$ cat src/rtl/instruction_fetch_sequencer_if.sv
// ----------------------------------------------------------------------------
// instruction_fetch_sequencer_if
// Byte-memory read channel plus the Instruction Register write controls used
// by the fetch sequencer.
//
// Handshake: the sequencer (master) raises mem_read with a stable mem_address
// and holds both until the memory (slave) answers with mem_valid. A byte is
// transferred in every cycle where mem_read && mem_valid. The byte travels
// straight from memory into the IR, so ir_write/ir_lh are asserted in that
// same cycle to steer it into the low (ir_lh=0) or high (ir_lh=1) half.
//
// Signals:
//   mem_read     master->slave  read request, held until mem_valid
//   mem_address  master->slave  byte address of the request
//   mem_valid    slave->master  read data byte valid this cycle
//   ir_write     master->IR     write the returned byte into the IR
//   ir_lh        master->IR     0 = low byte, 1 = high byte
// ----------------------------------------------------------------------------
interface instruction_fetch_sequencer_if #(
  parameter int ADDR_WIDTH = 16
);
  logic                  mem_read;
  logic [ADDR_WIDTH-1:0] mem_address;
  logic                  mem_valid;
  logic                  ir_write;
  logic                  ir_lh;

  modport master (
    output mem_read,
    output mem_address,
    output ir_write,
    output ir_lh,
    input  mem_valid
  );

  modport slave (
    input  mem_read,
    input  mem_address,
    input  ir_write,
    input  ir_lh,
    output mem_valid
  );
endinterface

$ cat src/rtl/instruction_fetch_sequencer.sv
// ----------------------------------------------------------------------------
// instruction_fetch_sequencer
// Fetches a 16-bit instruction from byte-wide memory as two reads (low byte at
// PC, high byte at PC+1), steering each byte into the matching IR half, then
// pulses a PC increment (+2) and an instruction-valid strobe. A per-byte wait
// counter aborts a fetch whose memory never answers.
//
// Ports:
//   i_clk          system clock, all state on posedge
//   i_rst          synchronous active-high reset
//   i_fetch_req    level request to fetch the instruction at i_pc_value
//   i_flush        abort any fetch in progress
//   i_pc_value     current PC, sampled when a fetch is accepted
//   bus            memory / IR control interface (master side)
//   o_pc_inc       one-cycle pulse, PC owner adds 2
//   o_instr_valid  one-cycle pulse, IR holds the new instruction
//   o_fetch_error  one-cycle pulse, memory timeout abort
//   o_busy         high while a byte read is outstanding
//   o_state        FSM state: 0 IDLE, 1 REQ_LO, 2 REQ_HI, 3 DONE
// ----------------------------------------------------------------------------
module instruction_fetch_sequencer #(
  parameter int ADDR_WIDTH = 16,
  parameter int TIMEOUT    = 15
) (
  input  logic                          i_clk,
  input  logic                          i_rst,
  input  logic                          i_fetch_req,
  input  logic                          i_flush,
  input  logic [ADDR_WIDTH-1:0]         i_pc_value,
  instruction_fetch_sequencer_if.master bus,
  output logic                          o_pc_inc,
  output logic                          o_instr_valid,
  output logic                          o_fetch_error,
  output logic                          o_busy,
  output logic [1:0]                    o_state
);

  typedef enum logic [1:0] {
    S_IDLE   = 2'd0,
    S_REQ_LO = 2'd1,
    S_REQ_HI = 2'd2,
    S_DONE   = 2'd3
  } state_t;

  localparam int                CNT_W    = $clog2(TIMEOUT + 1);
  localparam logic [CNT_W-1:0]  CNT_LAST = CNT_W'(TIMEOUT - 1);

  state_t                r_state;
  logic [ADDR_WIDTH-1:0] r_addr;
  logic [CNT_W-1:0]      r_wait_cnt;

  logic w_in_req;
  logic w_byte_done;
  logic w_timeout;
  logic w_quiet;

  assign w_in_req    = (r_state == S_REQ_LO) || (r_state == S_REQ_HI);
  assign w_byte_done = w_in_req && bus.mem_valid;
  // A byte arriving in the last allowed wait cycle wins over the timeout.
  assign w_timeout   = w_in_req && !bus.mem_valid && (r_wait_cnt == CNT_LAST);
  // Reset and flush both discard the current cycle, so no pulse may escape.
  assign w_quiet     = i_rst || i_flush;

  // Moore outputs decode the state register; IR write and PC increment follow
  // mem_valid in the same cycle because the byte goes straight into the IR.
  assign bus.mem_read    = w_in_req;
  assign bus.mem_address = w_in_req ? r_addr : '0;
  assign bus.ir_lh       = (r_state == S_REQ_HI);
  assign bus.ir_write    = w_byte_done && !w_quiet;
  assign o_pc_inc        = w_byte_done && (r_state == S_REQ_HI) && !w_quiet;
  assign o_instr_valid   = (r_state == S_DONE) && !w_quiet;
  assign o_fetch_error   = w_timeout && !w_quiet;
  assign o_busy          = w_in_req;
  assign o_state         = r_state;

  always_ff @(posedge i_clk) begin
    if (i_rst) begin
      r_state    <= S_IDLE;
      r_addr     <= '0;
      r_wait_cnt <= '0;
    end else if (i_flush) begin
      r_state    <= S_IDLE;
      r_wait_cnt <= '0;
    end else begin
      case (r_state)
        S_IDLE: begin
          if (i_fetch_req) begin
            r_addr     <= i_pc_value;
            r_wait_cnt <= '0;
            r_state    <= S_REQ_LO;
          end
        end
        S_REQ_LO: begin
          if (bus.mem_valid) begin
            // High byte lives at the next address, wrapping at the top.
            r_addr     <= r_addr + ADDR_WIDTH'(1);
            r_wait_cnt <= '0;
            r_state    <= S_REQ_HI;
          end else if (w_timeout) begin
            r_wait_cnt <= '0;
            r_state    <= S_IDLE;
          end else begin
            r_wait_cnt <= r_wait_cnt + CNT_W'(1);
          end
        end
        S_REQ_HI: begin
          if (bus.mem_valid) begin
            r_wait_cnt <= '0;
            r_state    <= S_DONE;
          end else if (w_timeout) begin
            r_wait_cnt <= '0;
            r_state    <= S_IDLE;
          end else begin
            r_wait_cnt <= r_wait_cnt + CNT_W'(1);
          end
        end
        S_DONE: begin
          // A held request chains straight into the next fetch; the PC owner
          // has already applied the +2, so i_pc_value is the new address.
          if (i_fetch_req) begin
            r_addr     <= i_pc_value;
            r_wait_cnt <= '0;
            r_state    <= S_REQ_LO;
          end else begin
            r_state    <= S_IDLE;
          end
        end
        default: begin
          r_state    <= S_IDLE;
          r_wait_cnt <= '0;
        end
      endcase
    end
  end

endmodule

$ cat src/flat_wrapper.sv
// flat-port wrapper written by rule: the top's interface ports become plain ports
module instruction_fetch_sequencer_flat 
#(
  parameter int ADDR_WIDTH = 16,
  parameter int TIMEOUT    = 15
)
  (i_clk, i_rst, i_fetch_req, i_flush, i_pc_value, o_pc_inc, o_instr_valid, o_fetch_error, o_busy, o_state, bus_mem_read, bus_mem_address, bus_ir_write, bus_ir_lh, bus_mem_valid);
  instruction_fetch_sequencer_if #(.ADDR_WIDTH(ADDR_WIDTH)) bus_i ();
  input  logic i_clk;
  input  logic i_rst;
  input  logic i_fetch_req;
  input  logic i_flush;
  input  logic [ADDR_WIDTH-1:0] i_pc_value;
  output logic o_pc_inc;
  output logic o_instr_valid;
  output logic o_fetch_error;
  output logic o_busy;
  output logic [1:0] o_state;
  output wire logic [$bits(bus_i.mem_read)-1:0] bus_mem_read;
  output wire logic [$bits(bus_i.mem_address)-1:0] bus_mem_address;
  output wire logic [$bits(bus_i.ir_write)-1:0] bus_ir_write;
  output wire logic [$bits(bus_i.ir_lh)-1:0] bus_ir_lh;
  input wire logic [$bits(bus_i.mem_valid)-1:0] bus_mem_valid;
  assign bus_mem_read = bus_i.mem_read;
  assign bus_mem_address = bus_i.mem_address;
  assign bus_ir_write = bus_i.ir_write;
  assign bus_ir_lh = bus_i.ir_lh;
  assign bus_i.mem_valid = bus_mem_valid;
  instruction_fetch_sequencer #(.ADDR_WIDTH(ADDR_WIDTH), .TIMEOUT(TIMEOUT)) u_core (.i_clk(i_clk), .i_rst(i_rst), .i_fetch_req(i_fetch_req), .i_flush(i_flush), .i_pc_value(i_pc_value), .bus(bus_i), .o_pc_inc(o_pc_inc), .o_instr_valid(o_instr_valid), .o_fetch_error(o_fetch_error), .o_busy(o_busy), .o_state(o_state));
endmodule
$ cat config.mk
export PLATFORM = sky130hd
export DESIGN_NAME = instruction_fetch_sequencer_flat
export DESIGN_NICKNAME = d
export VERILOG_FILES = /design/src/rtl/instruction_fetch_sequencer_if.sv /design/src/rtl/instruction_fetch_sequencer.sv /design/src/flat_wrapper.sv
export SDC_FILE = /design/constraint.sdc
export NUM_CORES = 1
export LEC_CHECK = 0
export CAP_MARGIN = 20
export CORE_MARGIN = 2
export CORE_UTILIZATION = 48
export DETAILED_ROUTE_END_ITERATION = 7
export PLACE_DENSITY = 0.91
export SETUP_SLACK_MARGIN = 0.1
export SLEW_MARGIN = 20
export SYNTH_ARGS = -nofsm -noshare
export SYNTH_HDL_FRONTEND = slang
export SYNTH_SLANG_ARGS = --single-unit
export TNS_END_PERCENT = 100
$ cat constraint.sdc
create_clock -name i_clk -period 2.4 [get_ports i_clk]
set_clock_uncertainty 0.05 [all_clocks]
set_input_delay 0.48 -clock i_clk [delete_from_list [all_inputs] [get_ports i_clk]]
set_output_delay 0.48 -clock i_clk [all_outputs]
set_load 0.02 [all_outputs]
Word level (Yosys, flattened, before mapping) --
Cells that the tools add are included.
Storage, ports and cells: bits of input ports 21, bits in read-only memories 0, output and inout port bits 25, memories 0, logic and storage cells 45, latch bits 0, bits in registers 22, bits in writable memories 0
Cells by class: shift operators 0, add/subtract/negate cells 2, reductions and logical operators 18, multiply operators 0, eq/ne operators 7, bitwise gates (word level) 1, mux-type cells 14, magnitude comparators 0, divide/modulo/power cells 0
Operator list (number):
- $mux 16 | 3
- $pmux 16 s2 | 1
- $add 16x1->16 const B | 1
- $mux 4 | 3
- $logic_and 1x1->1 | 8
- $mux 2 | 4
- $pmux 2 s4 | 1
- $pmux 4 s2 | 1
- $reduce_or 2->1 | 3
- $add 4x1->4 const B | 1
- $eq 2x2->1 const B | 2
- $eq 4x4->1 const B | 1
- $ne 2x2->1 const B | 2
- $reduce_and 4->1 | 1
- $eq 2x1->1 const B | 1
- $logic_not 1->1 | 2
- $logic_not 2->1 | 1
- $logic_or 1x1->1 | 2
- $ne 2x1->1 const B | 1
- $reduce_bool 2->1 | 1
- $mux 1 | 1
- $not 1->1 | 1

Logic depth before layout (Yosys ltp) --
depth after elaboration 7, gate-level depth with buffers 8, gate-level depth less buffers 6

Least setup slack after synthesis --
OpenSTA, ideal clock, no wires.
path kind flip-flop to output port, start register u_core.r_state[0], in the netlist u_core.o_state[0], end output o_fetch_error, data required time 1.870 ns, stages on the path, launching flop included 6, data arrival time 2.041 ns, slack -0.171 ns, path buffers 1, cells stage by stage dfxtp_1 > inv_1 > ha_1 > buf_4 > nand2b_1 > nor4_1
On the way: cells in the longest elaborated chain, start to end 5, elaborated cells between the ends (all ways) 6, those cells by class 2 x eq/ne; 4 x reduce/logical
Ends and longest elaborated chain:
- from (decl) | line instruction_fetch_sequencer.sv:48 | state_t r_state;
- from (signal assigned) | line instruction_fetch_sequencer.sv:78 | r_state <= S_IDLE;
- from (signal assigned) | line instruction_fetch_sequencer.sv:82 | r_state <= S_IDLE;
- from (signal assigned) | line instruction_fetch_sequencer.sv:90 | r_state <= S_REQ_LO;
- $eq 2x1->1 or $eq 2x2->1 (tied branches) | line instruction_fetch_sequencer.sv:57 | assign w_in_req = (r_state == S_REQ_LO) || (r_state == S_REQ_HI);
- $logic_or 1x1->1 * | line instruction_fetch_sequencer.sv:57
- named net bus_mem_read | line flat_wrapper.sv:19 | output wire logic [$bits(bus_i.mem_read)-1:0] bus_mem_read;
- $logic_and 1x1->1 * (2 in a row) | line instruction_fetch_sequencer.sv:60 | assign w_timeout = w_in_req && !bus.mem_valid && (r_wait_cnt == CNT_LAST);
- $logic_and 1x1->1 * | line instruction_fetch_sequencer.sv:72 | assign o_fetch_error = w_timeout && !w_quiet;
- to (decl) | line flat_wrapper.sv:16 | output logic o_fetch_error;
Mark *: on every way through the listed nets, which the timed path passes. The rest lies on a longest branch.

Final worst setup path --
start input i_flush, end output bus_ir_write
On the way: cells in the longest elaborated chain, start to end 3
Ends and longest elaborated chain:
- from (decl) | line flat_wrapper.sv:12 | input logic i_flush;
- $logic_or 1x1->1 | line instruction_fetch_sequencer.sv:62 | assign w_quiet = i_rst || i_flush;
- $logic_not 1->1 | line instruction_fetch_sequencer.sv:69 | assign bus.ir_write = w_byte_done && !w_quiet;
- $logic_and 1x1->1 | line instruction_fetch_sequencer.sv:69
- to (decl) | line flat_wrapper.sv:21 | output wire logic [$bits(bus_i.ir_write)-1:0] bus_ir_write;
Every way passes these cells.

==> flow_summary.toml <==
[critical_path]
crit_type = "in2out"
crit_required_ns = 1.87
crit_arrival_ns = 1.70
critPathMaxFanout = 4
endpoint_kind = "output port"
startpoint_type = "input pin"
r2r-start = "u_core.r_addr[0]$_SDFFE_PP0P_"
crit_start = "i_flush"
reg2reg_slack_ns = 0.32

[synth]
yosysSeqAreaShare = 0.271
ys.flop_type = "dfxtp_1"
yosys_warnings = 0
synth_cells = 208
ys_types = 45
mappedNetlistNets = 237
synth.avg_cell_area_um2 = 7.83
async_reset_ff_frac = 0
synth-edff-count = 0
syn_area_um2 = 1630
yosys_register_bits = 22

[power]
cellLeakagePower_nw = 0.867
ir_drop_mv = 0.522
powerDensity_nw_per_um2 = 380

[timing]
finalSetupTns_ns = 0
rsz0062_at_grt = "no"
finalSetupViolations = 0
tightest_slew_ns = 0.705
layout_min_cycle_time_ns = 2.23
hold_violations = 0
finalMaxSlewViolations = 0
fmax_mhz = 449
slew_headroom = 0.525
min_period_over_period = 0.927

[clock_network]
ctsHtreeMaxLevel = 1
hold_buffers = 0
cts.clk_slew.worst_paths_ns = 0.12
cts_inserted_buffers = 3
clk_latency_ns = 0.31
clk_path_buf_depth = 2
root_buffer = "clkbuf_4"
cts_tree = "yes"
clock_sinks = 22

[floorplanning]
die-height_um = 62.2
start_util = 0.496
core.rowCount = 21
die_x_um = 62.2
die_area_um2 = 3870
io_pins = 46
core_um2 = 3280

[placement]
placed_area_um2 = 2240
place_congestion = 0.870
dp.cells = 302
dp_hpwl_um = 3190
io_buffers = 45

[detailed_routing]
ant_nets = 0
wl_met1_um = 1950
vias_per_cell = 5.84
drtIter0Drc = 160
wirelength_um = 4630
first_pass_iters = 4
vias = 1804
wl_met3_um = 245
route.met2.wl_um = 2350
top_layer_used = "met4"
drc = 0
post_drt_wl_per_cell_um = 15.0

[cells_and_area]
final_common_cell = "clkdlybuf4s50_1"
nNetsFinal = 293
stdcell_area_um2 = 2300
fin_cells = 309
antenna_cells = 0
drive_above_1_share = 0.213
final_cell_mix = "clkdlybuf4s50_1, dfxtp_1, buf_4"
syn_to_final_growth_pct = 41.4

[global_route]
antenna_found_initial = 0
grt.overflow.total = 0
gr-usage-all-layers = 0.229
grt_pass1_wl_um = 7430
grt_pass1_vias = 1645
grt_max_degree = 31

[flow_run]
maxCapViolCount = 0

[hold_path]
hold_start = "u_core.r_addr[6]$_SDFFE_PP0P_"
hold_path.class = "reg2reg"

[status]
outcome = "finished clean"
-- cells in the mapped netlist (2+ instances only) --
cell / n / area [um^2]
dfxtp_1: 22 / 440
and2_1: 18 / 113
a21oi_1: 15 / 75.1
nand2_1: 13 / 48.8
nand3_1: 12 / 60.1
o21ai_0: 12 / 60.1
nor2b_1: 10 / 62.6
nor2_1: 9 / 33.8
clkbuf_1: 8 / 30.0
ha_1: 8 / 100
mux2i_1: 8 / 80.1
nor4_1: 7 / 43.8
inv_1: 6 / 22.5
a211oi_1: 5 / 37.5
nor3_1: 5 / 25.0
nand2b_1: 4 / 25.0
o21a_1: 4 / 30.0
buf_4: 3 / 22.5
nand4_1: 3 / 18.8
o211ai_1: 3 / 22.5
o22ai_1: 3 / 18.8
or4_1: 3 / 22.5
and3_1: 2 / 12.5
buf_2: 2 / 10.0
o311ai_0: 2 / 17.5
o32ai_1: 2 / 17.5
-- worst max-delay path: stages --
cell,delay (ns)
clkdlybuf4s50_1,0.51
nor2_4,0.18
and3_1,0.19
dlygate4sd2_1,0.33
-- timing repair --
action / 4_1_cts / 5_1_grt
cloned: 0 / 1
setup buffers: 0 / 2
setup endpoints to repair: 22 / 16
gates resized for setup: 42 / 16
pin swaps: 0 / 1
-- final cells by class --
| type | instances | area (um^2) |
|---|---|---|
| Fill cell | 271 | 982 |
| Clock buffer | 4 | 36.3 |
| Tap cell | 46 | 57.6 |
| Timing Repair Buffer | 65 | 612 |
| Sequential cell | 22 | 443 |
| Inverter | 6 | 22.5 |
| Multi-Input combinational cell | 166 | 1130 |
-- layer usage --
metal,GRT usage,vias up
li1,-,872
met1,0.285,858
met2,0.408,66
met3,0.0362,8
met4,0.0667,0
met5,0,-
-- path summary, 6_finish.rpt --
check / endpoint / depth (start not counted)
min reg2reg: u_core.r_addr[6]$_SDFFE_PP0P_ / 2
min: u_core.r_addr[6]$_SDFFE_PP0P_ / 2
max: bus_ir_write / 4
max reg2reg: u_core.r_addr[14]$_SDFFE_PP0P_ / 5
-- state kept, by name, summed over array words and instances (netlist names) --
signal / count
u_core.r_wait_cnt: 4
u_core.r_addr: 16
u_core.o_state: 2
-- power breakdown --
| group | internal, mW | leakage (nW) | switching (mW) |
|---|---|---|---|
| clock | 0.0927 | 0.0210 | 0.111 |
| combinational | 0.130 | 0.666 | 0.124 |
| sequential | 0.387 | 0.180 | 0.0296 |
-- metrics by stage --
stage	total power [mW]	hold slack (ns)	worst slack [ns]	util
6_report	0.874	0.485	0.174	0.701
5_1_grt	0.923	0.498	0.0906	0.701
4_1_cts	0.863	0.479	0.0712	0.695
3_5_place_dp	0.663	0.461	-0.132	0.682
3_3_place_gp	0.655	0.460	-0.0532	0.682
2_1_floorplan	0.557	0.435	0.167	-
-- kinds of logic (layout without fill, tap and decap cells) --
| group | after synthesis | count (layout) | share of synthesized area |
|---|---|---|---|
| compound gates | 57 | 57 | 0.234 |
| fa+ha+maj | 8 | 8 | 0.0615 |
| buf+inv | 20 | 75 | 0.0576 |
| flops | 22 | 22 | 0.271 |
| mux | 8 | 8 | 0.0492 |
| simple gates | 93 | 93 | 0.327 |
Note: power is estimated with default switching activity, not from simulation.
